File: src/rtl/pipelined_control_unit.sv
// Pipelined control unit: decodes the ID opcode, carries controls through ID/EX, EX/MEM, MEM/WB,
// raises load-use stalls, squashes on EX redirect, selects EX forwarding and counts stalls/flushes.
module pipelined_control_unit #(
  parameter int REG_W        = 5,
  parameter bit ENABLE_UPPER = 1'b1,
  parameter int CNT_W        = 16
) (
  input  logic             clk,
  input  logic             reset,
  input  logic             id_valid,
  input  logic [6:0]       id_opcode,
  input  logic [REG_W-1:0] id_rs1,
  input  logic [REG_W-1:0] id_rs2,
  input  logic [REG_W-1:0] id_rd,
  input  logic             ex_flush,
  output logic             stall,
  output logic             ex_alusrc,
  output logic [1:0]       ex_aluop,
  output logic             ex_branch,
  output logic             ex_jal,
  output logic             ex_jalr,
  output logic             ex_illegal,
  output logic [1:0]       fwd_a,
  output logic [1:0]       fwd_b,
  output logic             mem_memread,
  output logic             mem_memwrite,
  output logic [REG_W-1:0] mem_rd,
  output logic             wb_regwrite,
  output logic             wb_memtoreg,
  output logic [REG_W-1:0] wb_rd,
  output logic [CNT_W-1:0] stall_cnt,
  output logic [CNT_W-1:0] flush_cnt
);
  localparam logic [6:0] OP_R     = 7'b0110011;
  localparam logic [6:0] OP_I     = 7'b0010011;
  localparam logic [6:0] OP_LW    = 7'b0000011;
  localparam logic [6:0] OP_SW    = 7'b0100011;
  localparam logic [6:0] OP_BR    = 7'b1100011;
  localparam logic [6:0] OP_JAL   = 7'b1101111;
  localparam logic [6:0] OP_JALR  = 7'b1100111;
  localparam logic [6:0] OP_LUI   = 7'b0110111;
  localparam logic [6:0] OP_AUIPC = 7'b0010111;

  localparam logic [REG_W-1:0] REG_ZERO = {REG_W{1'b0}};
  localparam logic [CNT_W-1:0] CNT_ZERO = {CNT_W{1'b0}};
  localparam logic [CNT_W-1:0] CNT_ONE  = {{(CNT_W-1){1'b0}}, 1'b1};
  localparam logic [CNT_W-1:0] CNT_MAX  = {CNT_W{1'b1}};

  typedef struct packed {
    logic       alusrc;
    logic [1:0] aluop;
    logic       branch;
    logic       jal;
    logic       jalr;
    logic       illegal;
    logic       memread;
    logic       memwrite;
    logic       regwrite;
    logic       memtoreg;
  } ctrl_t;

  localparam ctrl_t CTRL_NOP = '0;

  ctrl_t            w_dec;
  ctrl_t            w_id_ctrl;
  logic             w_dec_rs1;
  logic             w_dec_rs2;
  logic             w_use_rs1;
  logic             w_use_rs2;
  logic             w_stall;

  ctrl_t            r_ex;
  logic [REG_W-1:0] r_ex_rs1;
  logic [REG_W-1:0] r_ex_rs2;
  logic [REG_W-1:0] r_ex_rd;
  logic             r_mem_memread;
  logic             r_mem_memwrite;
  logic             r_mem_regwrite;
  logic             r_mem_memtoreg;
  logic [REG_W-1:0] r_mem_rd;
  logic             r_wb_regwrite;
  logic             r_wb_memtoreg;
  logic [REG_W-1:0] r_wb_rd;
  logic [CNT_W-1:0] r_stall_cnt;
  logic [CNT_W-1:0] r_flush_cnt;

  // EX/MEM beats MEM/WB because it holds the younger producer.
  function automatic logic [1:0] fwd_sel(
    input logic [REG_W-1:0] rs,
    input logic             m_rw,
    input logic [REG_W-1:0] m_rd,
    input logic             w_rw,
    input logic [REG_W-1:0] w_rd
  );
    if (m_rw && (m_rd != REG_ZERO) && (m_rd == rs)) begin
      return 2'b10;
    end else if (w_rw && (w_rd != REG_ZERO) && (w_rd == rs)) begin
      return 2'b01;
    end else begin
      return 2'b00;
    end
  endfunction

  // ID-stage opcode decode; invalid slots become an all-zero bubble.
  always_comb begin
    w_dec     = CTRL_NOP;
    w_dec_rs1 = 1'b0;
    w_dec_rs2 = 1'b0;
    case (id_opcode)
      OP_R:    begin w_dec.aluop = 2'b10; w_dec.regwrite = 1'b1; w_dec_rs1 = 1'b1; w_dec_rs2 = 1'b1; end
      OP_I:    begin w_dec.alusrc = 1'b1; w_dec.aluop = 2'b10; w_dec.regwrite = 1'b1; w_dec_rs1 = 1'b1; end
      OP_LW:   begin
        w_dec.alusrc   = 1'b1;
        w_dec.memread  = 1'b1;
        w_dec.memtoreg = 1'b1;
        w_dec.regwrite = 1'b1;
        w_dec_rs1      = 1'b1;
      end
      OP_SW:   begin w_dec.alusrc = 1'b1; w_dec.memwrite = 1'b1; w_dec_rs1 = 1'b1; w_dec_rs2 = 1'b1; end
      OP_BR:   begin w_dec.branch = 1'b1; w_dec.aluop = 2'b01; w_dec_rs1 = 1'b1; w_dec_rs2 = 1'b1; end
      OP_JAL:  begin w_dec.jal = 1'b1; w_dec.regwrite = 1'b1; end
      OP_JALR: begin w_dec.jalr = 1'b1; w_dec.alusrc = 1'b1; w_dec.regwrite = 1'b1; w_dec_rs1 = 1'b1; end
      OP_LUI, OP_AUIPC: begin
        if (ENABLE_UPPER) begin
          w_dec.alusrc   = 1'b1;
          w_dec.aluop    = 2'b11;
          w_dec.regwrite = 1'b1;
        end else begin
          w_dec.illegal  = 1'b1;
        end
      end
      default: w_dec.illegal = 1'b1;
    endcase
    w_dec.regwrite = w_dec.regwrite & (id_rd != REG_ZERO);
    w_id_ctrl      = id_valid ? w_dec : CTRL_NOP;
    w_use_rs1      = id_valid & w_dec_rs1;
    w_use_rs2      = id_valid & w_dec_rs2;
  end

  assign w_stall = id_valid & r_ex.memread & (r_ex_rd != REG_ZERO) &
                   ((w_use_rs1 & (r_ex_rd == id_rs1)) | (w_use_rs2 & (r_ex_rd == id_rs2)));

  // ID/EX: flush and stall both insert a bubble; ID is held upstream on stall.
  always_ff @(posedge clk) begin
    if (!reset || ex_flush || w_stall) begin
      r_ex     <= CTRL_NOP;
      r_ex_rs1 <= REG_ZERO;
      r_ex_rs2 <= REG_ZERO;
      r_ex_rd  <= REG_ZERO;
    end else begin
      r_ex     <= w_id_ctrl;
      r_ex_rs1 <= id_valid ? id_rs1 : REG_ZERO;
      r_ex_rs2 <= id_valid ? id_rs2 : REG_ZERO;
      r_ex_rd  <= id_valid ? id_rd : REG_ZERO;
    end
  end

  // EX/MEM and MEM/WB always advance.
  always_ff @(posedge clk) begin
    if (!reset) begin
      r_mem_memread  <= 1'b0;
      r_mem_memwrite <= 1'b0;
      r_mem_regwrite <= 1'b0;
      r_mem_memtoreg <= 1'b0;
      r_mem_rd       <= REG_ZERO;
      r_wb_regwrite  <= 1'b0;
      r_wb_memtoreg  <= 1'b0;
      r_wb_rd        <= REG_ZERO;
    end else begin
      r_mem_memread  <= r_ex.memread;
      r_mem_memwrite <= r_ex.memwrite;
      r_mem_regwrite <= r_ex.regwrite;
      r_mem_memtoreg <= r_ex.memtoreg;
      r_mem_rd       <= r_ex_rd;
      r_wb_regwrite  <= r_mem_regwrite;
      r_wb_memtoreg  <= r_mem_memtoreg;
      r_wb_rd        <= r_mem_rd;
    end
  end

  // Saturating stall/flush counters.
  always_ff @(posedge clk) begin
    if (!reset) begin
      r_stall_cnt <= CNT_ZERO;
      r_flush_cnt <= CNT_ZERO;
    end else begin
      if (w_stall && (r_stall_cnt != CNT_MAX)) r_stall_cnt <= r_stall_cnt + CNT_ONE;
      if (ex_flush && (r_flush_cnt != CNT_MAX)) r_flush_cnt <= r_flush_cnt + CNT_ONE;
    end
  end

  assign stall        = w_stall;
  assign fwd_a        = fwd_sel(r_ex_rs1, r_mem_regwrite, r_mem_rd, r_wb_regwrite, r_wb_rd);
  assign fwd_b        = fwd_sel(r_ex_rs2, r_mem_regwrite, r_mem_rd, r_wb_regwrite, r_wb_rd);
  assign ex_alusrc    = r_ex.alusrc;
  assign ex_aluop     = r_ex.aluop;
  assign ex_branch    = r_ex.branch;
  assign ex_jal       = r_ex.jal;
  assign ex_jalr      = r_ex.jalr;
  assign ex_illegal   = r_ex.illegal;
  assign mem_memread  = r_mem_memread;
  assign mem_memwrite = r_mem_memwrite;
  assign mem_rd       = r_mem_rd;
  assign wb_regwrite  = r_wb_regwrite;
  assign wb_memtoreg  = r_wb_memtoreg;
  assign wb_rd        = r_wb_rd;
  assign stall_cnt    = r_stall_cnt;
  assign flush_cnt    = r_flush_cnt;
endmodule

File: config.mk
export PLATFORM = sky130hd
export DESIGN_NAME = pipelined_control_unit
export DESIGN_NICKNAME = d
export VERILOG_FILES = /design/src/rtl/pipelined_control_unit.sv
export SDC_FILE = /design/constraint.sdc
export NUM_CORES = 1
export LEC_CHECK = 0
export ABC_CLOCK_PERIOD_IN_PS = 2800
export BUFFER_PORTS_ARGS = -buffer_cell sky130_fd_sc_hd__clkbuf_2
export CORE_AREA = 2 2 82 84
export CTS_CLUSTER_SIZE = 40
export DETAILED_ROUTE_END_ITERATION = 8
export DIE_AREA = 0 0 84 86
export GPL_TIMING_DRIVEN = 0
export PLACE_DENSITY_LB_ADDON = 0.2
export SYNTH_ARGS = -nofsm -noshare
export SYNTH_HDL_FRONTEND = slang
export SYNTH_SLANG_ARGS = --single-unit
File: constraint.sdc
create_clock -name clk -period 2.8 [get_ports clk]
set_clock_uncertainty 0.1 [all_clocks]
set_input_delay 0.42 -clock clk [delete_from_list [all_inputs] [get_ports clk]]
set_output_delay 0.42 -clock clk [all_outputs]
set_load 0.1 [all_outputs]
Word-level counts from Yosys, hierarchy flattened --
Index checks and enable logic that the tools add are counted.
Word-level totals: register bits after elaboration 72, latch bits 0, bits in writable memories 0, bits in read-only memories 0, input port bits 26, memories 0
Operators by class: add/subtract/negate cells 2, multipliers 0, div/mod/pow operators 0, $lt $le $gt $ge 0, equal/unequal tests 17, shift-type cells 0, multiplexer cells 15, bitwise operators 10, reductions and logical operators 23
Operators by type and width (number):
- adder 16 x 1 -> 16 bit (second input constant) | 2
- != test 16 bit (second input constant) | 2
- equality test 5 bit | 6
- equality test 7 x 6 -> 1 bit (second input constant) | 3
- equality test 7 bit (second input constant) | 3
- nonzero test 5 bit | 4
- equality test 7 x 5 -> 1 bit (second input constant) | 2
- two-way mux 1 bit | 12
- OR reduction 6 bit | 2
- OR reduction 9 bit | 1
- bitwise AND 1 bit | 8
- logical AND 1 bit | 8
- equality test 7 x 2 -> 1 bit (second input constant) | 1
- OR reduction 7 bit | 1
- case mux 2 bit (3 select lines) | 1
- OR reduction 2 bit | 3
- two-way mux 2 bit | 2
- OR reduction 3 bit | 1
- logical OR 1 bit | 2
- logical NOT 1 bit | 1
- NOT 1 bit | 1
- OR 1 bit | 1

Longest topological paths before layout --
word-level depth 9, mapped depth 8, gate-level depth less buffers 7

Worst setup path before layout --
No wires, ideal clock.
path kind register -> output, start point register r_mem_rd[1] (netlist: mem_rd[1]), end point output port fwd_a[0], data arrival time 6.352 ns, required time 2.280 ns, setup slack -4.072 ns, cell stages (with the launch flop) 5, path through dfxtp_1 or4_1 o21ai_0 nor4_1 nor4_1
Between the ends: word-level cells in the longest chain between the ends 4
Ends and longest elaborated chain:
- start, declared | RTL line 80 | logic [REG_W-1:0] r_mem_rd;
- start signal, assigned | RTL line 174 | r_mem_rd <= r_ex_rd;
- nonzero test 5 bit | RTL line 95 | if (m_rw && (m_rd != REG_ZERO) && (m_rd == rs)) begin
- logical AND 1 bit | RTL line 95
- logical AND 1 bit (*) | RTL line 95
- two-way mux 2 bit (*) | RTL line 95
- end, declared | RTL line 23 | output logic [1:0] fwd_a,
Every way passes the cells marked *; elsewhere a longest branch is shown, timed or not.

Final worst setup path --
start point register r_wb_rd[1] (netlist: wb_rd[1]), end point output port fwd_b[0]
Between the ends: word-level cells in the longest chain between the ends 5
Ends and longest elaborated chain:
- start, declared | RTL line 83 | logic [REG_W-1:0] r_wb_rd;
- start signal, assigned | RTL line 177 | r_wb_rd <= r_mem_rd;
- nonzero test 5 bit | RTL line 97 | end else if (w_rw && (w_rd != REG_ZERO) && (w_rd == rs)) begin
- logical AND 1 bit | RTL line 97
- logical AND 1 bit (*) | RTL line 97
- two-way mux 1 bit (*) | RTL line 97
- two-way mux 2 bit (*) | RTL line 95
- end, declared | RTL line 24 | output logic [1:0] fwd_b,
Marks and branches as above.

==> metrics.log <==
INFO  metric num_rows = 29
INFO  metric tritoncts = built
INFO  metric timing.critical_path.arrival = 2.16 ns
INFO  metric hpwlAfterDp = 5200 um
INFO  metric grt_pass1_wl = 11,600 um
INFO  metric top_layer = met4
INFO  metric max_freq = 0.373 GHz
INFO  metric postSynthRegisterBits = 72
INFO  metric cts_num_sinks = 72
INFO  metric grt_max_degree = 13
INFO  metric fp.dieH = 86 um
INFO  metric fin_nets = 465
INFO  metric wl_per_cell = 13.3 um
INFO  metric per_cell_via_count_in_the_routed_design = 5.16
INFO  metric starting_density = 52.5%
INFO  metric drt-initial-drc-count = 77
INFO  metric final_period_minus_worst_setup_slack = 2.68 ns
INFO  metric crit_path_end_kind = output port
INFO  metric detail_route.wirelength.met1 = 3320 um
INFO  metric numCtsBuffers = 9
INFO  metric cts-htree-levels = 3
INFO  metric place_inst = 503
INFO  metric max-clock-path-buffers = 2
INFO  metric flow.area_growth_from_synthesis = 25.8%
INFO  metric post_synth_instance_area = 3300 um^2
INFO  metric port_buffers = 81
INFO  metric ys_async_sr_fraction = 0%
INFO  metric core_region_area = 6280 um^2
INFO  metric slew_limit_headroom = 46.2%
INFO  metric worstPathMaxFanout = 4
INFO  metric start_kind = flop
INFO  metric grt.overflow.total = 0
INFO  metric first_global_vias = 2,506
INFO  metric pre_cts_slack = 0.231 ns
INFO  metric drv.max_cap_violation_count = 0
INFO  metric routed-wl-met2 = 3200 um
INFO  metric tightestPinTransition = 0.797 ns
INFO  metric chipWidth = 84 um
INFO  metric final_layout_size_suffix_gt1_share = 29.6%
INFO  metric cpMaxStageDelayCell = sky130_fd_sc_hd__or4_1
INFO  metric die-area = 7220 um^2
INFO  metric antenna_found_initial = 0
INFO  metric synth_enable_flop_cells = 0
INFO  metric setup-tns-final = 0 ns
INFO  metric final-setup-viol-count = 0
INFO  metric fin_crit_sh = 95.9%
INFO  metric crit_path_max_incr_delay = 0.57 ns
INFO  metric netlist-cell-type-count = 49
INFO  metric drc_errors = 0
INFO  metric antenna_left = 0
INFO  metric ys_seq_area_share = 43.7%
INFO  metric cp_num_buf_inv = 1
INFO  metric synth_largest_area_cell = sky130_fd_sc_hd__dfxtp_1
INFO  metric num_antenna_cells = 0
INFO  metric dominantRegCellSynth = sky130_fd_sc_hd__dfxtp_1
INFO  metric max-vdd-ir-drop = 0.386 mV
INFO  metric critical-path-top-delay-family = simple AND/OR/NAND/NOR gates
INFO  metric post_synth.cell_area_avg = 9.56 um^2
INFO  metric worst_skew_pair.late_latency = 0.33 ns
INFO  metric post_cts_buffers = 0
INFO  metric fillerInstances = 508
INFO  metric gpl_congestion = 0.818
INFO  metric type_of_the_tightest_min_delay_check = in -> reg
INFO  metric power_per_cell_area = 524 nW/um^2
INFO  metric synth-warning-count = 0
INFO  metric floorplan.io_pins = 84
INFO  metric p_leak = 0.00180 uW
INFO  metric grt.total_usage = 19.8%
INFO  metric yosys.area.top_type_share = 43.7%
INFO  metric ys_top_cells_by_area = sky130_fd_sc_hd__dfxtp_1 (44%), sky130_fd_sc_hd__and2_1 (8.9%), sky130_fd_sc_hd__xnor2_1 (8.2%), sky130_fd_sc_hd__xor2_1 (5.0%), sky130_fd_sc_hd__nand3_1 (3.2%)
INFO  metric crit_type = reg -> out
INFO  metric syn-num-nets = 373
INFO  metric number_of_standard_cells_in_the_layout_taps_in_and_fillers_out = 519
INFO  metric finalPower = 2170 uW
INFO  metric worst_setup_hold_path_clk_slew = 0.07 ns
INFO  metric critical_path_required = 2.28 ns
INFO  metric report.final.slew_viol_count = 0
INFO  metric syn-instance-count = 345
INFO  metric rsz0062_at_grt = false
INFO  metric final_util = 66.1%
INFO  metric clock_root_buffer = sky130_fd_sc_hd__clkbuf_8
INFO  metric result_of_the_run = completed
INFO  metric final_critical_path_setup_slack = 0.115 ns
INFO  metric num_vias = 2,678
INFO  metric hold_violations = 0
INFO  metric drt_first_pass_iters = 6
INFO  metric worstPathCellList = xor2_1, or4_1, nor4_4, clkbuf_2
INFO  metric met3WireLength = 323 um
INFO  metric totalWireLength = 6920 um
-- synth_stat cells, types with 2 or more instances --
master and n:
sky130_fd_sc_hd__nor4_1 6, sky130_fd_sc_hd__or3_1 3, sky130_fd_sc_hd__and2_1 47, sky130_fd_sc_hd__a21boi_1 3
sky130_fd_sc_hd__nor2b_1 5, sky130_fd_sc_hd__nor2_1 12, sky130_fd_sc_hd__nor4_2 2, sky130_fd_sc_hd__or4_1 6
sky130_fd_sc_hd__ha_1 2, sky130_fd_sc_hd__o21ai_0 11, sky130_fd_sc_hd__and3b_1 3, sky130_fd_sc_hd__xnor2_1 31
sky130_fd_sc_hd__buf_6 2, sky130_fd_sc_hd__clkbuf_1 6, sky130_fd_sc_hd__nor3_1 6, sky130_fd_sc_hd__nand3_1 21
sky130_fd_sc_hd__a21oi_1 4, sky130_fd_sc_hd__inv_1 5, sky130_fd_sc_hd__o211ai_1 2, sky130_fd_sc_hd__a41oi_1 2
sky130_fd_sc_hd__buf_4 3, sky130_fd_sc_hd__nand2b_1 8, sky130_fd_sc_hd__dfxtp_1 72, sky130_fd_sc_hd__and3_1 5
sky130_fd_sc_hd__xor2_1 19, sky130_fd_sc_hd__mux2i_1 4, sky130_fd_sc_hd__nand4_1 10, sky130_fd_sc_hd__nand2_1 23
sky130_fd_sc_hd__o31ai_1 2
-- worst register-to-register path, stage by stage, from the launching register on --
cell and delay, ns:
sky130_fd_sc_hd__dfxtp_1 0.36, sky130_fd_sc_hd__ha_1 0.29, sky130_fd_sc_hd__nand4_1 0.12, sky130_fd_sc_hd__or4_1 0.19, sky130_fd_sc_hd__nor4b_4 0.42, sky130_fd_sc_hd__nand2_1 0.19, sky130_fd_sc_hd__or3_1 0.38, sky130_fd_sc_hd__a21boi_1 0.13
-- worst paths after layout --
check	slack (ns)	start	end	cells past startpoint
worst max register to register	0.56	stall_cnt[0]	stall_cnt[15]	7
worst max-delay path	0.12	wb_rd[1]	fwd_b[0]	4
worst min register to register	0.33	r_ex[1]	r_mem_regwrite	1
worst min-delay path	0.20	id_rd[2]	r_ex_rd[2]	2
-- report_power, final --
| part | leakage (uW) | switching, uW | internal [uW] | total [uW] |
|---|---|---|---|---|
| Sequential | 0.000590 | 15.6 | 1030 | 1040 |
| Clock | 0.000116 | 369 | 590 | 958 |
| Combinational | 0.00109 | 112 | 59.7 | 172 |
-- layout by cell type (no fill, tap or decap), types with 3 or more instances in the layout --
cell,netlist,final
sky130_fd_sc_hd__a21boi_1,3,3
sky130_fd_sc_hd__a21oi_1,4,4
sky130_fd_sc_hd__and2_1,47,47
sky130_fd_sc_hd__and3_1,5,5
sky130_fd_sc_hd__and3b_1,3,3
sky130_fd_sc_hd__buf_4,3,3
sky130_fd_sc_hd__bufinv_16,0,3
sky130_fd_sc_hd__clkbuf_1,6,7
sky130_fd_sc_hd__clkbuf_2,0,79
sky130_fd_sc_hd__clkbuf_8,0,9
sky130_fd_sc_hd__dfxtp_1,72,61
sky130_fd_sc_hd__dfxtp_4,0,10
sky130_fd_sc_hd__inv_1,5,5
sky130_fd_sc_hd__mux2i_1,4,4
sky130_fd_sc_hd__nand2_1,23,23
sky130_fd_sc_hd__nand2b_1,8,8
sky130_fd_sc_hd__nand3_1,21,21
sky130_fd_sc_hd__nand4_1,10,10
sky130_fd_sc_hd__nor2_1,12,12
sky130_fd_sc_hd__nor2b_1,5,5
sky130_fd_sc_hd__nor3_1,6,6
sky130_fd_sc_hd__nor4_4,0,4
sky130_fd_sc_hd__o21ai_0,11,10
sky130_fd_sc_hd__or3_1,3,3
sky130_fd_sc_hd__or4_1,6,5
sky130_fd_sc_hd__xnor2_1,31,31
sky130_fd_sc_hd__xor2_1,19,19
-- flip-flops by register name, indices dropped and copies added (netlist names), 2 cells and up --
name       count
stall_cnt     16
mem_rd         5
wb_rd          5
r_ex           3
r_ex_rd        5
ex_aluop       2
r_ex_rs1       5
flush_cnt     16
r_ex_rs2       5
-- per-stage QoR --
step                      hold slack, ns  instance area, um^2
after global routing               0.202                 4150
after global placement             0.320                 3910
final                              0.200                 4150
after CTS                          0.185                 4150
after floorplan                    0.312                 3410
after detailed placement           0.318                 3910
-- kinds of logic after synthesis --
kind of cell,after synthesis,synth area share (%)
AOI/OAI and AO/OA,30,6.87
and+or+nand+nor,169,31.2
adders and majority gates,2,0.759
buffers and inverters,18,3.00
muxes,4,1.21
xor gates and xnor gates,50,13.3
DFF,72,43.7
-- layout make-up --
type	instances	area [um^2]	share of cell area [%]
plain buffers	12	76.3	1.84
clock buffers	10	128	3.08
clock inverters	6	106	2.56
inverters	6	22.5	0.543
multi-input cells	255	1830	44.2
flip-flops and latches	72	1480	35.7
well taps	77	96.3	2.32
repair buffers	81	405	9.77
-- routing by layer --
| layer | vias up | global-route usage, % |
|---|---|---|
| met3 | 6 | 3.56 |
| met5 | - | 0 |
| met1 | 1218 | 26.1 |
| met2 | 73 | 32.7 |
| li1 | 1381 | - |
| met4 | 0 | 7.04 |
-- timing repair --
| item | CTS | global route |
|---|---|---|
| setup endpoints to repair | 0 | 2 |
| gates resized for setup | 0 | 2 |
| hold buffers | 0 | 0 |
No activity file was read; power rests on OpenSTA's default activity.
